==> src/rtl/jtkiwi_shram_pkg.sv <==
// Shared definitions for the main/sub CPU shared-RAM arbiter.
// Holds the default bus widths and the arbiter state encoding.
package jtkiwi_shram_pkg;

  localparam int SHRAM_AW = 13;
  localparam int SHRAM_DW = 8;

  localparam logic [1:0] ST_IDLE_ENC  = 2'd0;
  localparam logic [1:0] ST_GNT_M_ENC = 2'd1;
  localparam logic [1:0] ST_GNT_S_ENC = 2'd2;

  typedef enum logic [1:0] {
    IDLE  = ST_IDLE_ENC,
    GNT_M = ST_GNT_M_ENC,
    GNT_S = ST_GNT_S_ENC
  } shram_state_t;

endpackage

==> src/rtl/jtkiwi_shram_port.sv <==
// One requester port of the shared-RAM arbiter: served flag, busy
// (wait request) and capture of the RAM read data into the CPU-side register.
module jtkiwi_shram_port
  import jtkiwi_shram_pkg::*;
#(
  parameter int DW = SHRAM_DW
) (
  input  logic          clk,
  input  logic          rst_n,
  input  logic          cs,
  input  logic          gnt,
  input  logic [DW-1:0] ram_dout,
  output logic          busy,
  output logic          pending,
  output logic [DW-1:0] dout
);

  logic          served_q, served_d;
  logic          cap_q, cap_d;
  logic          cap_ok_q, cap_ok_d;
  logic [DW-1:0] dout_q, dout_d;

  // The RAM answers one cycle after the grant cycle, so the data capture
  // and the served flag land on the edge after the grant ends.
  always_comb begin
    cap_d    = gnt;
    cap_ok_d = gnt & cs;
    dout_d   = cap_q ? ram_dout : dout_q;
    served_d = cs & (served_q | (cap_q & cap_ok_q));
  end

  always_ff @(posedge clk or negedge rst_n) begin
    if (!rst_n) begin
      served_q <= 1'b0;
      cap_q    <= 1'b0;
      cap_ok_q <= 1'b0;
      dout_q   <= '0;
    end else begin
      served_q <= served_d;
      cap_q    <= cap_d;
      cap_ok_q <= cap_ok_d;
      dout_q   <= dout_d;
    end
  end

  // An access still in flight must not be granted a second time.
  assign pending = cs & ~served_q & ~cap_q & ~gnt;
  assign busy    = cs & ~served_q;
  assign dout    = dout_q;

endmodule

==> src/rtl/jtkiwi_shram_arb.sv <==
// Arbiter between the main and sub CPU for a single-port synchronous RAM.
// Round-robin on ties, main-CPU lock that excludes the sub CPU.
//
// state | meaning
// IDLE  | no RAM cycle issued this clock
// GNT_M | RAM cycle for the main CPU (address/data/we registered)
// GNT_S | RAM cycle for the sub CPU (address/data/we registered)
module jtkiwi_shram_arb
  import jtkiwi_shram_pkg::*;
#(
  parameter int AW = SHRAM_AW,
  parameter int DW = SHRAM_DW
) (
  input  logic          clk,
  input  logic          rst_n,
  input  logic          lock,
  input  logic          m_cs,
  input  logic          m_wrn,
  input  logic [AW-1:0] m_addr,
  input  logic [DW-1:0] m_din,
  output logic [DW-1:0] m_dout,
  output logic          m_busy,
  input  logic          s_cs,
  input  logic          s_wrn,
  input  logic [AW-1:0] s_addr,
  input  logic [DW-1:0] s_din,
  output logic [DW-1:0] s_dout,
  output logic          s_busy,
  output logic [AW-1:0] ram_addr,
  output logic [DW-1:0] ram_din,
  output logic          ram_we,
  input  logic [DW-1:0] ram_dout
);

  shram_state_t  state_q, state_d;
  logic          last_sub_q, last_sub_d;
  logic [AW-1:0] ram_addr_q, ram_addr_d;
  logic [DW-1:0] ram_din_q, ram_din_d;
  logic          ram_we_q, ram_we_d;

  logic m_pend_raw, s_pend_raw;
  logic m_pend, s_pend;
  logic gnt_m, gnt_s;

  assign gnt_m  = (state_q == GNT_M);
  assign gnt_s  = (state_q == GNT_S);
  assign m_pend = m_pend_raw;
  assign s_pend = s_pend_raw & ~lock;

  jtkiwi_shram_port #(.DW(DW)) u_port_m (
    .clk      (clk),
    .rst_n    (rst_n),
    .cs       (m_cs),
    .gnt      (gnt_m),
    .ram_dout (ram_dout),
    .busy     (m_busy),
    .pending  (m_pend_raw),
    .dout     (m_dout)
  );

  jtkiwi_shram_port #(.DW(DW)) u_port_s (
    .clk      (clk),
    .rst_n    (rst_n),
    .cs       (s_cs),
    .gnt      (gnt_s),
    .ram_dout (ram_dout),
    .busy     (s_busy),
    .pending  (s_pend_raw),
    .dout     (s_dout)
  );

  always_ff @(posedge clk or negedge rst_n) begin
    if (!rst_n) begin
      state_q    <= IDLE;
      last_sub_q <= 1'b0;
      ram_addr_q <= '0;
      ram_din_q  <= '0;
      ram_we_q   <= 1'b0;
    end else begin
      state_q    <= state_d;
      last_sub_q <= last_sub_d;
      ram_addr_q <= ram_addr_d;
      ram_din_q  <= ram_din_d;
      ram_we_q   <= ram_we_d;
    end
  end

  // last_sub_q=0 means main went last, so a tie favours the sub CPU.
  always_comb begin
    state_d = state_q;
    case (state_q)
      IDLE: begin
        if (m_pend && s_pend) state_d = last_sub_q ? GNT_M : GNT_S;
        else if (m_pend)      state_d = GNT_M;
        else if (s_pend)      state_d = GNT_S;
        else                  state_d = IDLE;
      end
      GNT_M:   state_d = s_pend ? GNT_S : IDLE;
      GNT_S:   state_d = m_pend ? GNT_M : IDLE;
      default: state_d = IDLE;
    endcase
  end

  always_comb begin
    ram_addr_d = ram_addr_q;
    ram_din_d  = ram_din_q;
    ram_we_d   = 1'b0;
    last_sub_d = last_sub_q;
    case (state_d)
      GNT_M: begin
        ram_addr_d = m_addr;
        ram_din_d  = m_din;
        ram_we_d   = ~m_wrn;
        last_sub_d = 1'b0;
      end
      GNT_S: begin
        ram_addr_d = s_addr;
        ram_din_d  = s_din;
        ram_we_d   = ~s_wrn;
        last_sub_d = 1'b1;
      end
      default: begin
        ram_we_d = 1'b0;
      end
    endcase
  end

  assign ram_addr = ram_addr_q;
  assign ram_din  = ram_din_q;
  assign ram_we   = ram_we_q;

endmodule

==> config.mk <==
export PLATFORM = sky130hd
export DESIGN_NAME = jtkiwi_shram_arb
export DESIGN_NICKNAME = d
export VERILOG_FILES = /design/src/rtl/jtkiwi_shram_pkg.sv /design/src/rtl/jtkiwi_shram_port.sv /design/src/rtl/jtkiwi_shram_arb.sv
export SDC_FILE = /design/constraint.sdc
export NUM_CORES = 1
export LEC_CHECK = 0
export BUFFER_PORTS_ARGS = -buffer_cell sky130_fd_sc_hd__buf_2
export CAP_MARGIN = 20
export CORE_ASPECT_RATIO = 0.6
export CORE_MARGIN = 2
export CORE_UTILIZATION = 41
export CTS_BUF_LIST = sky130_fd_sc_hd__clkbuf_4 sky130_fd_sc_hd__clkbuf_8 sky130_fd_sc_hd__clkbuf_16
export DETAILED_ROUTE_END_ITERATION = 6
export PLACE_DENSITY = 0.85
export RECOVER_POWER = 50
export SLEW_MARGIN = 10
export SYNTH_ARGS = -nofsm -noshare
export SYNTH_HDL_FRONTEND = slang
export SYNTH_HIERARCHICAL = 1
export SYNTH_SLANG_ARGS = --single-unit
export TNS_END_PERCENT = 5
==> constraint.sdc <==
create_clock -name clk -period 2.2 [get_ports clk]
set_input_delay 0.11 -clock clk [delete_from_list [all_inputs] [get_ports clk]]
set_output_delay 0.11 -clock clk [all_outputs]
set_load 0.01 [all_outputs]
=== Word level (Yosys, flattened, before mapping) ===
Index checks and enable logic that the tools add are counted.

* Register bits: 47
* Bits in latches: 0
* Memory bits (writable): 0
* ROM bits: 0
* Input bits: 57
* Output and inout bits: 40
* Logic and storage cells: 54
* Memories kept: 0

* $add $sub $neg: 0
* Multiply operators: 0
* Divide/modulo/power cells: 0
* $lt $le $gt $ge: 0
* Equality and inequality tests: 4
* Shift operators: 0
* Mux-type cells: 10
* Bitwise logic cells: 24
* Reductions and logical operators: 3

{| class="wikitable"
|+ Operators with widths
! cell !! number
|-
| $pmux W13 S2 || 1
|-
| $pmux W8 S2 || 1
|-
| $and A1 B1 Y1 || 13
|-
| $not A1 Y1 || 9
|-
| $mux W2 || 4
|-
| $pmux W2 S3 || 1
|-
| $eq A2 B1 Y1 const B || 2
|-
| $eq A2 B2 Y1 const B || 2
|-
| $pmux W1 S2 || 2
|-
| $logic_not A2 Y1 || 1
|-
| $or A1 B1 Y1 || 2
|-
| $reduce_bool A2 Y1 || 1
|-
| $logic_and A1 B1 Y1 || 1
|-
| $mux W1 || 1
|}

=== Depth between registers and ports, before layout ===
Gate-level depths: netlist of the first run.

* Depth after elaboration: 11
* Gate-level depth with buffers: 9
* Mapped depth without buffers: 7

=== Modules after synthesis ===
Netlist of the first run, hierarchy kept.

{| class="wikitable"
|+ Modules (own cells, without submodules)
! module !! times used !! cells each !! area an instance (µm²) !! seq. area each (µm²)
|-
| jtkiwi_shram_arb || 1 || 110 || 1183.6 || 625.6
|-
| jtkiwi_shram_port || 2 || 25 || 439.2 || 275.3
|}

=== Worst setup path before layout of the first run ===
Ideal clock, no wire load.

* Path kind: reg-to-reg
* From: register u_port_s.served_q
* To: register ram_addr_q[0], in the netlist ram_addr[0]
* Library setup time: 132 ps
* Data arrival time: 1988 ps
* Required time: 2068 ps
* Path slack: 80 ps
* Stages on the path, launching flop included: 10
* Buffers on the path: 2
* Period minus slack after synthesis: 2120 ps
* Cell sequence: dfrtp_1 and2b_1 nor3b_1 or3b_4 a21oi_1 ha_1 buf_4 buf_6 mux2i_1 o21ai_1

* Word-level cells in the longest chain between the ends: 11
* Elaborated cells on any way between the ends: 14
* Classes of those cells: eq/ne: 2; mux: 5; bitwise: 5; reduce/logical: 2

{| class="wikitable"
|+ RTL lines
! what !! line !! RTL
|-
| start: declaration || jtkiwi_shram_port.sv:18 || <nowiki>logic served_q, served_d;</nowiki>
|-
| start signal: assignment || jtkiwi_shram_port.sv:39 || <nowiki>served_q <= served_d;</nowiki>
|-
| $not A1 Y1 * || n/a ||
|-
| $and A1 B1 Y1 * || n/a ||
|-
| net s_busy || jtkiwi_shram_arb.sv:28 || <nowiki>output logic s_busy,</nowiki>
|-
| $and A1 B1 Y1 * (2 in a row) || jtkiwi_shram_port.sv:47 || <nowiki>assign pending = cs & ~served_q & ~cap_q & ~gnt;</nowiki>
|-
| net s_pend_raw || jtkiwi_shram_arb.sv:41 || <nowiki>logic m_pend_raw, s_pend_raw;</nowiki>
|-
| $and A1 B1 Y1 * || jtkiwi_shram_arb.sv:48 || <nowiki>assign s_pend = s_pend_raw & ~lock;</nowiki>
|-
| $mux W2 || jtkiwi_shram_arb.sv:95, jtkiwi_shram_arb.sv:98 ||
|-
| $mux W2 || jtkiwi_shram_arb.sv:94 || <nowiki>else if (m_pend) state_d = GNT_M;</nowiki>
|-
| $mux W2 || jtkiwi_shram_arb.sv:93 || <nowiki>if (m_pend && s_pend) state_d = last_sub_q ? GNT_M : GNT_S;</nowiki>
|-
| $pmux W2 S3 * || jtkiwi_shram_arb.sv:91 || <nowiki>case (state_q)</nowiki>
|-
| net state_d[1] || jtkiwi_shram_arb.sv:35 || <nowiki>shram_state_t state_q, state_d;</nowiki>
|-
| $eq A2 B2 Y1 or $eq A2 B1 Y1 (tied branches) || jtkiwi_shram_arb.sv:109 || <nowiki>case (state_d)</nowiki>
|-
| $pmux W13 S2 or $reduce_bool A2 Y1 (tied branches) || n/a ||
|-
| end signal: assignment || jtkiwi_shram_arb.sv:82 || <nowiki>ram_addr_q <= ram_addr_d;</nowiki>
|-
| end: declaration || jtkiwi_shram_arb.sv:37 || <nowiki>logic [AW-1:0] ram_addr_q, ram_addr_d;</nowiki>
|}

The timed path passes the listed nets; every way through them passes the cells marked *.
A chain may end at the register's enable or synchronous reset.

=== Worst setup path after layout of the first run ===
* From: register u_port_s.served_q
* To: register ram_addr_q[2], in the netlist ram_addr[2]

* Word-level cells in the longest chain between the ends: 11
* Elaborated cells on any way between the ends: 14
* Classes of those cells: eq/ne: 2; mux: 5; bitwise: 5; reduce/logical: 2

{| class="wikitable"
|+ RTL lines
! what !! line
|-
| $not A1 Y1 * || jtkiwi_shram_port.sv:47
|-
| $and A1 B1 Y1 * (3 in a row) || jtkiwi_shram_port.sv:47
|-
| net s_pend_raw || jtkiwi_shram_arb.sv:41
|-
| $and A1 B1 Y1 * || jtkiwi_shram_arb.sv:48
|-
| $mux W2 || jtkiwi_shram_arb.sv:95, jtkiwi_shram_arb.sv:98
|-
| $mux W2 || jtkiwi_shram_arb.sv:94
|-
| $mux W2 || jtkiwi_shram_arb.sv:93
|-
| $pmux W2 S3 * || jtkiwi_shram_arb.sv:91
|-
| net state_d[1] || jtkiwi_shram_arb.sv:35
|-
| $eq A2 B2 Y1 or $eq A2 B1 Y1 (tied branches) || jtkiwi_shram_arb.sv:109
|-
| $pmux W13 S2 or $reduce_bool A2 Y1 (tied branches) || n/a
|}

Marks and branches as above.

==> results.yml, run 1 <==
routing:
  vias_per_cell: 4.71
  top_layer: "met4"
  wirelength_um: 4560
  firstDrtPassIters: 4
  wl_met1_um: 2290
  drc: 0
  wl_met3_um: 354
  vias: 1535
  route.met2.wl_um: 1890
  wire_per_inst_um: 14.0
  ant_nets: 0
  first_iter_violations: 50
layout:
  drive_above_1_share_pct: 40.7
  instances_no_fill: 326
  nFillCells: 410
  antennaDiodeCount: 0
  regArea_um2: 1180
  nNetsFinal: 323
  syn_to_final_growth_pct: 34.8
  multiInputGateArea_um2: 860
  final_core_util_pct: 59.0
power:
  peakVddDrop_mv: 0.568
  powerDensity_nw_per_um2: 1240
  pwr-share-seq_pct: 42.3
  pwr-share-clk_pct: 13.6
  netSwitchingFraction_pct: 35.6
  p_int_w: 0.00223
  power_switching_w: 0.00123
  comb_power_share_pct: 44.1
  power.leakage_nw: 1.32
  p_total_w: 0.00346
place:
  dp_hpwl_um: 3220
  portBuffers: 96
  dpl.cell_count: 316
  gp_congestion: 0.686
synthesis:
  ys_seq_elements: 47
  netlist_instances: 160
  synthTopCellsByCount: "47 x dfrtp_1, 22 x o21ai_1, 21 x mux2i_1, 21 x nand2_1, 16 x mux2_4"
  synthTopCellsByArea: "dfrtp_1 57%, mux2_4 12%, mux2i_1 10%, o21ai_1 5.3%, nand2_1 3.8%"
  synth_top_area_cell: "dfrtp_1"
  synthFlopType: "dfrtp_1"
  synth_edf_count: 0
  synth_nets: 219
  seq_area_frac_synth_pct: 57.0
  syn_area_per_cell_um2: 12.9
  syn_area_um2: 2060
  yosysMostFrequentCell: "dfrtp_1"
  synth_top_area_share_pct: 57.0
  ys_warn_count: 6
  ys_types: 20
  async_reset_ff_share_pct: 100
clock_network:
  clkSinkCount: 47
  clk_latency_ns: 0.28
  cts_tree: "done"
  cts_buffers: 5
  root_buffer: "clkbuf_8"
  clk_path_buf_depth: 2
  clk_pin_slew_ns: 0.07
  h-tree-depth: 2
sta:
  drv_slew: 0
  finalHoldViolCount: 0
  tightest_slew_ns: 1.28
  grt_setup_unrepaired: "yes"
  whs_ns: 0.0546
  final-setup-viol-count: 0
  finClkSkew_ns: 0.00378
  period_share_pct: 98.5
  maxSlewHeadroom_pct: 14.4
  setup_tns_ns: 0
  finalCriticalPeriod_ns: 2.17
  max_clock_freq_ghz: 0.462
floorplanning:
  ioPinCount: 97
  initial_utilization_pct: 43.8
  die-height_um: 58.9
  rows: 19
  core_um2: 4710
  dieArea_um2: 5630
  die_w_um: 95.6
global_routing:
  antenna_found_initial: 0
  grt_pass1_vias: 1471
  grt_pass1_wl_um: 6980
  overflow: 0
  grt_usage_pct: 16.6
  grt_max_degree: 31
outcome:
  status: "finished, final reports clean"
critical_path:
  cp_data_arrival_time_ns: 2.34
  cp_max_fo: 5
  path_class: "reg -> reg"
  end_kind: "flop"
  r2r-start: "u_port_s/served_q$_DFF_PN0_"
  cp-start-kind: "flop"
  required_ns: 2.37
  setup.worst_path.start: "u_port_s/served_q$_DFF_PN0_"
min_path:
  min_from: "s_cs"
  hold_path.class: "in -> reg"
job:
  cap_violations: 0
[cell usage in the layout (no fill, tap or decap), drive strengths merged]
cell | netlist | final
or3b | 1 | 1
a21o | 1 | 1
o21ai | 22 | 22
and2 | 2 | 2
o21a | 1 | 1
nand2 | 21 | 21
dfrtp | 47 | 47
buf | 9 | 75
mux2 | 17 | 17
a21oi | 4 | 4
ha | 2 | 2
dlygate4sd3 | 0 | 1
nand2b | 2 | 2
nor2b | 4 | 4
mux2i | 21 | 21
clkbuf | 1 | 37
and2b | 3 | 3
nor3b | 2 | 2
[flip-flops by register name, summed over array words and instances, names as in the netlist]
name	count
u_port_m/dout	8
ram_we	1
u_port_s/served_q	1
u_port_m/cap_q	1
ram_din	8
ram_addr	13
last_sub_q	1
u_port_s/cap_q	1
u_port_m/cap_ok_q	1
state_q	2
u_port_s/cap_ok_q	1
u_port_s/dout	8
u_port_m/served_q	1
[layout make-up]
| cell class | count | area share, % |
|---|---|---|
| clock buffer | 6 | 2.75 |
| tap | 63 | 2.84 |
| sequential | 47 | 42.3 |
| timing repair buffer | 107 | 21.2 |
| multi-input combinational | 103 | 30.9 |
[power groups by stage]
stage | Clock (W) | Combinational, W | Sequential [W]
final | 0.000471 | 0.00152 | 0.00146
after global routing | 0.000526 | 0.00168 | 0.00151
after CTS | 0.000490 | 0.00157 | 0.00144
after detailed placement | 0 | 0.00151 | 0.00145
after global placement | 0 | 0.00148 | 0.00144
after floorplan | 0 | 0.000771 | 0.00161
[cells by family (layout without fill, tap and decap cells)]
group | after synthesis | in the layout | share of synthesized area [%]
AOI/OAI and AO/OA | 28 | 28 | 7.04
adders and majority gates | 2 | 2 | 1.21
muxes | 38 | 38 | 22.4
DFF | 47 | 47 | 57.0
and+or+nand+nor | 35 | 35 | 8.62
buffers and inverters | 10 | 113 | 3.70
[path summary, 6_finish.rpt]
path                                                end  slack (ns)  cells after the start
max in group asynchronous  u_port_m/dout[2]$_DFFE_PN0P_        0.60                      3
setup / recovery                ram_addr[2]$_DFFE_PN0P_        0.03                      8
hold reg to reg                  ram_din[5]$_DFFE_PN0P_        0.50                      2
min in group asynchronous   u_port_s/served_q$_DFF_PN0_        0.63                      2
setup reg to reg                ram_addr[2]$_DFFE_PN0P_        0.03                      8
hold / removal              u_port_s/cap_ok_q$_DFF_PN0_        0.05                      2
[worst max-delay path, stage by stage (launching register included)]
cell and delay, ns:
dfrtp_1 0.38, and2b_1 0.21, nor3b_2 0.16, or3b_4 0.44
a21oi_4 0.17, ha_4 0.23, clkbuf_16 0.18, mux2i_1 0.21
o21ai_1 0.07
[through the flow]
step | setup WS, ns | instance area, um2
2_1_floorplan | 0.0796 | 2060
3_3_place_gp | 0.0646 | 2620
3_5_place_dp | -0.101 | 2620
4_1_cts | 0.0212 | 2760
5_1_grt | -0.0889 | 2780
6_report | 0.0339 | 2780
[what timing repair did]
action,in CTS,in global routing
setup endpoints to repair,21,21
hold endpoints to repair,23,0
buffers inserted,0,1
pin swaps,1,1
hold buffers,1,0
gates resized for setup,5,6
gates cloned,1,1
[per-layer routing]
metal	vias to the layer above	GRT usage (%)
met1	717	24.0
met4	0	4.29
li1	752	-
met5	-	0
met2	62	24.5
met3	4	5.25
Note: power is estimated with default switching activity, not from simulation.
==> run 2, diff against run 1 <==
Settings changed: BUFFER_PORTS_ARGS -buffer_cell sky130_fd_sc_hd__buf_2 to -buffer_cell sky130_fd_sc_hd__clkbuf_2, SYNTH_HIERARCHICAL 1 to unset.
==> results.yml, run 2 <==
outcome:
  status: "finished, final reports clean"
layout:
  final_core_util_pct: 56.9
  antennaDiodeCount: 0
  largest_reg_flops: 13
  final_cell_mix: "74 x clkbuf_2, 47 x dfrtp_1, 23 x clkbuf_1"
  fin_area_um2: 2640
  final_common_cell: "clkbuf_2"
  nFillCells: 426
  drive_above_1_share_pct: 40.9
  syn_to_final_growth_pct: 31.8
  nNetsFinal: 317
global_routing:
  grt_usage_pct: 15.6
  grt_pass1_wl_um: 6570
  overflow: 0
  antenna_found_initial: 0
  grt_pass1_vias: 1457
  grt_max_degree: 48
routing:
  firstDrtPassIters: 4
  vias: 1500
  vias_per_cell: 4.66
  wire_per_inst_um: 12.7
  ant_nets: 0
  wl_met1_um: 1920
  wl_met3_um: 384
  top_layer: "met4"
  route.met2.wl_um: 1760
  first_iter_violations: 47
  drc: 0
  wirelength_um: 4080
sta:
  drv_slew: 0
  tightest_slew_ns: 1.13
  finalHoldViolCount: 0
  grt_setup_unrepaired: "no"
  setup_tns_ns: 0
  finClkSkew_ns: 0.00266
  maxSlewHeadroom_pct: 24.5
  finalCriticalPeriod_ns: 1.98
  final-setup-viol-count: 0
  period_share_pct: 90.1
  max_clock_freq_ghz: 0.504
synthesis:
  ys_warn_count: 0
  synthMuxAreaShare_pct: 20.1
  ys_types: 21
  synthTopCellsByArea: "dfrtp_1 59%, mux2i_1 11%, mux2_2 9.6%, o21ai_0 5.3%, nand2_1 3.9%"
  netlist_instances: 159
  async_reset_ff_share_pct: 100
  synth_top_family_by_area: "multiplexers"
  syn_area_um2: 2000
  yosysMostFrequentCell: "dfrtp_1"
  synthTopCellsByCount: "47 x dfrtp_1, 21 x mux2i_1, 21 x nand2_1, 21 x o21ai_0, 17 x mux2_2"
  synth_adder_area_share_pct: 1.25
  syn_area_per_cell_um2: 12.6
  synth_nets: 218
  synth_edf_count: 0
  seq_area_frac_synth_pct: 58.7
  synth_top_area_share_pct: 58.8
  synthFlopType: "dfrtp_1"
  synth_compound_area_share_pct: 8.31
  synth_top_area_cell: "dfrtp_1"
  yosys.area_share.xor_xnor_pct: 0
  yosys.area_share.simple_pct: 8.69
  ys_seq_elements: 47
job:
  cap_violations: 0
power:
  power.leakage_nw: 1.26
  peakVddDrop_mv: 0.449
  powerDensity_nw_per_um2: 1100
critical_path:
  cp_data_arrival_time_ns: 2.14
  required_ns: 2.36
  cp-start-kind: "flop"
  end_kind: "flop"
  r2r-start: "state_q[1]$_DFF_PN0_"
  setup.worst_path.start: "state_q[1]$_DFF_PN0_"
  cp_max_fo: 23
  path_class: "reg -> reg"
clock_network:
  clkSinkCount: 47
  cts_buffers: 5
  cts_tree: "done"
  clk_pin_slew_ns: 0.08
  h-tree-depth: 2
  postCtsSetupRepairBufs: 0
  root_buffer: "clkbuf_8"
  clk_latency_ns: 0.28
  cts_resized: 0
  postCtsHoldBufs: 1
  clk_path_buf_depth: 2
min_path:
  hold_path.class: "in -> reg"
  min_from: "lock"
place:
  placed_cell_area_um2: 2560
  gp_congestion: 0.690
  portBuffers: 96
  dp_hpwl_um: 3170
floorplanning:
  die-height_um: 58.1
  rows: 19
  dieArea_um2: 5480
  core_um2: 4640
  ioPinCount: 97
  die_w_um: 94.2
  initial_utilization_pct: 43.2
run 2: cells by family after synthesis:
| family | after synthesis |
|---|---|
| DFF | 47 |
| muxes | 38 |
| and+or+nand+nor | 33 |
| AOI/OAI and AO/OA | 28 |
| buffers and inverters | 11 |
| adders and majority gates | 2 |
run 2: cell type report:
class | instances | area (um2) | share of cell area, %
tap | 63 | 78.8 | 2.99
sequential | 47 | 1180 | 44.6
inverter | 1 | 3.75 | 0.142
multi-input combinational | 101 | 767 | 29.1
clock buffer | 8 | 104 | 3.94
timing repair buffer | 102 | 509 | 19.3
run 2: layer usage:
metal,vias up,GRT usage (%)
li1,747,-
met1,689,20.2
met2,62,25.4
met3,2,6.11
met4,0,3.11
met5,-,0
run 2: final timing paths:
| kind | endpoint | slack [ns] | cells after the start |
|---|---|---|---|
| max | ram_addr[3]$_DFFE_PN0P_ | 0.22 | 6 |
| min | state_q[1]$_DFF_PN0_ | 0.06 | 2 |
| max reg2reg | ram_addr[3]$_DFFE_PN0P_ | 0.22 | 6 |
| min reg2reg | u_port_m.cap_q$_DFF_PN0_ | 0.48 | 1 |
| max in group asynchronous | ram_addr[3]$_DFFE_PN0P_ | 0.85 | 3 |
| min in group asynchronous | u_port_s.dout[6]$_DFFE_PN0P_ | 0.65 | 3 |
run 2: worst max-delay path, stage by stage (launching register included):
cell       delay, ns
dfrtp_1         0.40
or2_4           0.27
a2111oi_2       0.39
ha_1            0.27
buf_12          0.20
mux2i_1         0.23
o21ai_0         0.09
run 2: metrics by stage:
stage / std cells / worst slack [ns] / hold WS, ns / power (W)
6_report: 322 / 0.217 / 0.0559 / 0.00290
5_1_grt: 322 / 0.0937 / 0.0379 / 0.00311
4_1_cts: 322 / 0.202 / 0.0425 / 0.00299
3_5_place_dp: 313 / 0.206 / 0.235 / 0.00243
3_3_place_gp: 313 / 0.280 / 0.233 / 0.00238
2_1_floorplan: 159 / 0.204 / -0.186 / 0.00193
run 2: report_power, final:
| group | switching, W | total, W | leakage [nW] | internal [W] |
|---|---|---|---|---|
| logic | 0.000526 | 0.000969 | 0.626 | 0.000443 |
| clock network | 0.000255 | 0.000554 | 0.0549 | 0.000299 |
| registers | 0.000183 | 0.00137 | 0.580 | 0.00119 |
